File: src/rtl/booth_pkg.sv
// booth_pkg: shared types and helpers for the sequential radix-2 Booth multiplier.
//   booth_state_t : controller state (IDLE/ARITH/SHIFT/DONE), 2-bit encoding
//   booth_op_t    : datapath operation applied to the partial remainder A
//   cnt_width()   : width of the step counter, sized to hold WIDTH
package booth_pkg;

  typedef enum logic [1:0] {
    IDLE  = 2'd0,
    ARITH = 2'd1,
    SHIFT = 2'd2,
    DONE  = 2'd3
  } booth_state_t;

  typedef enum logic [1:0] {
    OP_NONE = 2'd0,
    OP_ADD  = 2'd1,
    OP_SUB  = 2'd2
  } booth_op_t;

  function automatic int cnt_width(input int w);
    return $clog2(w + 1);
  endfunction

endpackage

File: src/rtl/booth_ctrl.sv
// booth_ctrl: FSM and step counter for the sequential Booth multiplier.
// All state updates on the falling edge of clk; rst is asynchronous, active-low.
// Ports:
//   clk, rst  : clock (falling-edge active) and async active-low reset
//   start     : request, honoured only in IDLE
//   y_lsb     : multiplier LSB presented on the accepting edge
//   q_lo      : current Q[1:0] of the datapath
//   q_m1      : current Booth history bit
//   ld        : load operands this edge (accept)
//   op        : add/sub/none applied to A this edge
//   shift     : arithmetic right shift of {A,Q,q_m1} this edge
//   cap_prod  : capture the product this edge (final shift)
//   done      : high for the single cycle spent in DONE
//   state     : current FSM state (debug visibility)
// Optional feature: BOOTH_SKIP_ARITH_EN lets the FSM bypass ARITH when the
// upcoming Booth pair is 00 or 11, giving operand-dependent latency.
module booth_ctrl
  import booth_pkg::*;
#(
  parameter int WIDTH = 8
) (
  input  logic         clk,
  input  logic         rst,
  input  logic         start,
  input  logic         y_lsb,
  input  logic [1:0]   q_lo,
  input  logic         q_m1,
  output logic         ld,
  output booth_op_t    op,
  output logic         shift,
  output logic         cap_prod,
  output logic         done,
  output booth_state_t state
);

  localparam int CW = cnt_width(WIDTH);
  localparam logic [CW-1:0] CNT_LAST = CW'(WIDTH - 1);
  localparam logic [CW-1:0] CNT_ONE  = CW'(1);

  booth_state_t  state_q, state_d;
  logic [CW-1:0] cnt_q, cnt_d;

`ifndef BOOTH_SKIP_ARITH_EN
  // Skip-decision inputs only matter when the bypass feature is built in.
  logic unused_skip;
  assign unused_skip = y_lsb ^ q_lo[1];
`endif

  always_ff @(negedge clk or negedge rst) begin
    if (!rst) begin
      state_q <= IDLE;
      cnt_q   <= '0;
    end else begin
      state_q <= state_d;
      cnt_q   <= cnt_d;
    end
  end

  always_comb begin
    state_d  = state_q;
    cnt_d    = cnt_q;
    ld       = 1'b0;
    op       = OP_NONE;
    shift    = 1'b0;
    cap_prod = 1'b0;
    unique case (state_q)
      IDLE: begin
        if (start) begin
          ld    = 1'b1;
          cnt_d = '0;
`ifdef BOOTH_SKIP_ARITH_EN
          // First pair is {y[0], 0}: only y[0]=1 needs a subtract.
          state_d = y_lsb ? ARITH : SHIFT;
`else
          state_d = ARITH;
`endif
        end
      end
      ARITH: begin
        unique case ({q_lo[0], q_m1})
          2'b10:   op = OP_SUB;
          2'b01:   op = OP_ADD;
          default: op = OP_NONE;
        endcase
        state_d = SHIFT;
      end
      SHIFT: begin
        shift = 1'b1;
        cnt_d = cnt_q + CNT_ONE;
        if (cnt_q == CNT_LAST) begin
          cap_prod = 1'b1;
          state_d  = DONE;
        end else begin
`ifdef BOOTH_SKIP_ARITH_EN
          // After the shift the pair becomes {Q[1], Q[0]}.
          state_d = (q_lo[1] ^ q_lo[0]) ? ARITH : SHIFT;
`else
          state_d = ARITH;
`endif
        end
      end
      DONE: begin
        state_d = IDLE;
      end
      default: begin
        state_d = IDLE;
      end
    endcase
  end

  assign done  = (state_q == DONE);
  assign state = state_q;

endmodule

File: src/rtl/booth_mult_seq.sv
// booth_mult_seq: sequential signed radix-2 Booth multiplier.
// One Booth step costs an ARITH edge plus a SHIFT edge; all state updates on
// the falling edge of clk; rst is asynchronous and active-low.
// Ports:
//   clk, rst : clock (falling-edge active), async active-low reset
//   start    : request; accepted on an edge where ready=1
//   x_in     : signed multiplicand, sampled on the accepting edge only
//   y_in     : signed multiplier, sampled on the accepting edge only
//   ready    : high only in IDLE
//   busy     : !ready
//   done     : one-cycle pulse while in DONE
//   prod     : signed 2*WIDTH-bit product, held until the next result lands
// Handshake: a request is taken on the clock edge where start=1 and ready=1;
// start while not ready is dropped (no queueing). done marks the single cycle
// in which a freshly captured prod is first visible.
// Optional feature: BOOTH_SKIP_ARITH_EN (see booth_ctrl) shortens latency.
module booth_mult_seq
  import booth_pkg::*;
#(
  parameter int WIDTH = 8
) (
  input  logic                 clk,
  input  logic                 rst,
  input  logic                 start,
  input  logic [WIDTH-1:0]     x_in,
  input  logic [WIDTH-1:0]     y_in,
  output logic                 ready,
  output logic                 busy,
  output logic                 done,
  output logic [2*WIDTH-1:0]   prod
);

  // A and M carry one guard bit so that subtracting -2^(WIDTH-1) cannot overflow.
  logic [WIDTH:0]   a_q;
  logic [WIDTH:0]   m_q;
  logic [WIDTH-1:0] q_q;
  logic             q_m1_q;

  logic         ld;
  booth_op_t    op;
  logic         shift;
  logic         cap_prod;
  booth_state_t state;

  booth_ctrl #(.WIDTH(WIDTH)) u_ctrl (
    .clk      (clk),
    .rst      (rst),
    .start    (start),
    .y_lsb    (y_in[0]),
    .q_lo     (q_q[1:0]),
    .q_m1     (q_m1_q),
    .ld       (ld),
    .op       (op),
    .shift    (shift),
    .cap_prod (cap_prod),
    .done     (done),
    .state    (state)
  );

  always_ff @(negedge clk or negedge rst) begin
    if (!rst) begin
      a_q    <= '0;
      m_q    <= '0;
      q_q    <= '0;
      q_m1_q <= 1'b0;
      prod   <= '0;
    end else begin
      if (ld) begin
        m_q    <= {x_in[WIDTH-1], x_in};
        q_q    <= y_in;
        a_q    <= '0;
        q_m1_q <= 1'b0;
      end else if (shift) begin
        {a_q, q_q, q_m1_q} <= {a_q[WIDTH], a_q, q_q};
        // Low WIDTH bits of shifted A followed by shifted Q reduce to {A, Q[W-1:1]}.
        if (cap_prod) begin
          prod <= {a_q, q_q[WIDTH-1:1]};
        end
      end else if (op == OP_ADD) begin
        a_q <= a_q + m_q;
      end else if (op == OP_SUB) begin
        a_q <= a_q - m_q;
      end
    end
  end

  assign ready = (state == IDLE);
  assign busy  = !ready;

endmodule

File: config.mk
export PLATFORM = sky130hd
export DESIGN_NAME = booth_mult_seq
export DESIGN_NICKNAME = d
export VERILOG_FILES = /design/src/rtl/booth_pkg.sv /design/src/rtl/booth_ctrl.sv /design/src/rtl/booth_mult_seq.sv
export SDC_FILE = /design/constraint.sdc
export NUM_CORES = 1
export LEC_CHECK = 0
export CORE_ASPECT_RATIO = 0.7
export CORE_UTILIZATION = 54
export DETAILED_ROUTE_END_ITERATION = 10
export PLACE_DENSITY_LB_ADDON = 0.08
export SYNTH_ARGS = -nofsm -noshare
export SYNTH_HDL_FRONTEND = slang
export SYNTH_SLANG_ARGS = --single-unit
File: constraint.sdc
create_clock -name clk -period 3.6 [get_ports clk]
set_input_delay 1.08 -clock clk [delete_from_list [all_inputs] [get_ports clk]]
set_output_delay 1.08 -clock clk [all_outputs]
set_load 0.005 [all_outputs]
* Word-level counts from Yosys, hierarchy flattened *
Index checks and enable logic that the tools add are counted.

storage, ports and cells
  bits in registers = 48
  latch bits = 0
  bits in writable memories = 0
  bits in read-only memories = 0
  logic and storage cells = 51
  memories = 0

operators by class
  add/subtract/negate cells = 3
  multipliers = 0
  div/mod/pow operators = 0
  $lt $le $gt $ge = 0
  equality and inequality tests = 10
  shift operators = 0
  multiplexer cells = 20
  bitwise operators = 1
  reduce and logical (&&, ||, !) cells = 9

operator list
  kind                                            count
  two-way mux 9 bit                               4
  two-way mux 8 bit                               2
  adder 9 bit                                     1
  subtractor 9 bit                                1
  == test 2 bit (second input constant)           4
  one-hot mux 2 bit (4 select lines)              1
  one-hot mux 4 bit (2 select lines)              1
  two-way mux 1 bit                               7
  == test 2 x 1 -> 1 bit (second input constant)  3
  two-way mux 2 bit                               3
  adder 4 x 1 -> 4 bit (second input constant)    1
  == test 4 x 3 -> 1 bit (second input constant)  1
  two-way mux 4 bit                               1
  != test 2 bit (second input constant)           2
  one-hot mux 2 bit (2 select lines)              1
  AND reduction 2 bit                             2
  nonzero test 2 bit                              2
  nonzero test 4 bit                              1
  AND reduction 3 bit                             1
  nonzero test 3 bit                              1
  zero test 2 bit                                 1
  zero test 1 bit                                 1
  inverter 1 bit                                  1

* Longest topological paths before layout *
  depth after elaboration = 8
  depth in mapped cells = 13
  depth with buffers taken out = 12

* By module *
Synthesis repeated with hierarchy kept, for this count alone.

unflattened totals
  cell total of the unflattened synthesis = 252
  area, all modules = 2611.3 µm²

by module, submodules not included
  module          times used  cells an instance  area each (µm²)  sequential area each (µm²)
  booth_mult_seq  1           221                2304.7           1051.0
  booth_ctrl      1           31                 306.5            150.1

==> flow_metrics.py <==
metrics = {
    "yosys": {
        "synth_nets": 286,
        "async_reset_ff_frac": 1.00,
        "postSynthCellCount": 253,
        "ys_ff_latch": 48,
        "synth_common_cells": "nand2_1, dfrtn_1, mux2_2, ha_1",
        "synth_top_area_share": 0.471,
        "yosys_warnings": 0,
        "synth_cell_types": 47,
        "yosys-top-cells-area": "dfrtn_1, mux2_2, nand2_1",
        "synth-edff-count": 0,
        "syn_avg_cell_area_um2": 10.1,
        "synth.most_common_cell": "nand2_1",
        "ys_seq_area_frac": 0.471,
        "synth.largest_area_cell": "dfrtn_1",
        "ys.flop_type": "dfrtn_1",
        "netlist_area_um2": 2550,
    },
    "outcome": {
        "violations": "design-rule violations, negative setup slack",
        "status": "finished with violations",
    },
    "global_routing": {
        "antenna_found_initial": 0,
        "use_met2": 0.361,
        "track_usage": 0.240,
        "grt_max_degree": 24,
        "use_met3": 0.0599,
        "grt_pass1_wl_um": 9170,
        "grt_pass1_vias": 1894,
        "overflow": 0,
        "use_met1": 0.353,
        "grt_busiest_layer": "met2",
    },
    "cts": {
        "clk_path_buf_depth": 2,
        "hold_buffers": 0,
        "path_clk_slew_ns": 0.06,
        "cts_made_buffers": 5,
        "cts_root_buf": "clkbuf_8",
        "cts_max_level": 2,
        "clkLatencyLatePin_ns": 0.30,
        "clock-sinks": 48,
        "cts_tree": "done",
    },
    "floorplan": {
        "io_pins": 38,
        "core_area_um2": 4430,
        "dieArea_um2": 5000,
        "fp.dieW_um": 84.1,
        "initial_core_util": 0.575,
        "fp.dieH_um": 59.5,
        "rows": 20,
    },
    "pwr": {
        "power.leakage_nw": 1.60,
        "p_per_area_nw_per_um2": 844,
        "peakVddDrop_mv": 0.402,
        "fin_total_pwr_mw": 2.62,
    },
    "final_layout": {
        "antenna-diode-count": 0,
        "nNetsFinal": 332,
        "drive_above_1_share": 0.237,
        "final_util": 0.700,
        "area_growth_pct": 21.7,
        "fin_cells": 355,
    },
    "timing": {
        "finalMaxSlewViolations": 0,
        "setup_slack_ns": -0.436,
        "rsz0062_at_grt": "yes",
        "hold_viol": 0,
        "tightest_slew_ns": 0.495,
        "skew_ns": 0.00323,
        "setup_viol_count_final": 19,
        "relSlewSlack": 0.670,
    },
    "detailed_routing": {
        "dr.pass1.iters": 7,
        "drt_wl_total_um": 5280,
        "avgRoutedWirePerCell_um": 14.9,
        "ant_nets": 0,
        "via_per_inst": 5.50,
        "dr_total_vias": 1953,
        "dr.first_iter.drc_count": 145,
        "drcViolationCount": 6,
    },
    "critical_path": {
        "max_stage_delay_ns": 0.37,
        "crit_fanout": 2,
        "worstPathRequired_ns": 2.52,
        "crit_path_end_kind": "primary output",
        "crit_slowest_cell": "dfrtn_1",
        "crit_chain": "buf_6, or2_4, inv_2, buf_2",
        "crit_path_start_kind": "flop",
        "cp.arrival_ns": 2.96,
        "worst-setup-path-type": "reg -> out",
    },
    "placement": {
        "post-place-ws_ns": -0.562,
        "portBuffers": 37,
        "dp.cells": 343,
        "post-dp-hpwl_um": 3640,
        "place.gp.congestion": 0.789,
    },
    "hold_path": {
        "hp-class": "reg -> reg",
    },
    "flow_run": {
        "maxCapViolCount": 0,
    },
}
[metal layers]
metal | vias up | wire [um]
li1 | 966 | -
met2 | 47 | 2220
met5 | - | 0
met4 | 0 | 63
met1 | 933 | 2740
met3 | 7 | 249
[through the flow]
step           instance area [um^2]  hold slack [ns]  TNS [ns]
2_1_floorplan                  2580            0.395    -0.861
3_3_place_gp                   3040            0.413    -17.92
3_5_place_dp                   3040            0.422    -18.12
4_1_cts                        3110            0.421     -2.65
5_1_grt                        3100            0.458     -3.28
6_report                       3100            0.414     -2.58
[registers in the layout, summed over array words and instances (netlist names)]
register      flops
prod             16
q_q               8
u_ctrl.cnt_q      4
u_ctrl.state      2
m_q               8
a_q               9
q_m1_q            1
[cell type report]
type                    count  area [um^2]
clock buffers               6         72.6
clock inverters             2         35.0
flip-flops and latches     48         1200
inverters                   7         28.8
well taps                  55         68.8
fillers                   350         1330
repair buffers             51          407
multi-input cells         186         1290
[cell usage in the layout (no fill, tap or decap), drive strengths merged, types with 2 or more instances in the layout]
cell type	netlist	final
clkbuf	6	6
dfrtn	48	48
a211oi	3	3
and2	3	3
o31ai	2	2
nand4	2	2
mux2i	6	6
nor3	4	4
buf	7	35
xnor2	3	3
nor2	10	10
or3b	1	2
nor3b	2	2
or2	4	4
xor2	5	5
a22o	2	2
mux2	17	17
nand3b	2	2
a22oi	8	8
nand3	7	7
nand2	50	50
ha	13	13
clkdlybuf4s50	0	16
a21oi	11	11
a21o	2	2
nor2b	2	2
o21ai	11	11
inv	7	7
[critical path, delay by kind of cell, from the launching register on]
kind	cells	cell delay, ns
simple gates	1	0.22
buf+inv	3	0.27
flops	1	0.37
[where the power goes]
group          internal (mW)  switching (mW)  total, mW
clock network          0.206           0.174      0.380
registers              0.717           0.162      0.879
logic                  0.636           0.724       1.36
total                   1.56            1.06       2.62
[worst paths after layout]
check                           startpoint              end  slack (ns)  cells past startpoint
hold / removal             u_ctrl.cnt_q[3]  u_ctrl.cnt_q[3]        0.41                      1
max in group asynchronous              rst           a_q[3]        0.77                      2
setup reg to reg           u_ctrl.state[0]           a_q[8]        0.35                     13
min in group asynchronous              rst           m_q[7]        2.37                      1
setup / recovery           u_ctrl.state[0]            ready       -0.44                      4
hold reg to reg            u_ctrl.cnt_q[3]  u_ctrl.cnt_q[3]        0.41                      1
[timing repair]
item                       4_1_cts  5_1_grt
setup endpoints to repair       49       24
buffers inserted                 3        0
gates resized for setup         82        2
pin swaps                        4        1
gates cloned                     1        0
[cells by family (layout without fill, tap and decap cells)]
logic type                 count (synthesis)  after routing  share of synthesized area
DFF                                       48             48                      0.471
AOI/OAI and AO/OA                         46             46                      0.115
adders and majority gates                 14             14                     0.0717
buffers and inverters                     20             66                     0.0353
and+or+nand+nor                           94             95                      0.180
muxes                                     23             23                     0.0987
xor gates and xnor gates                   8              8                     0.0275
Note: power is estimated with default switching activity, not from simulation.
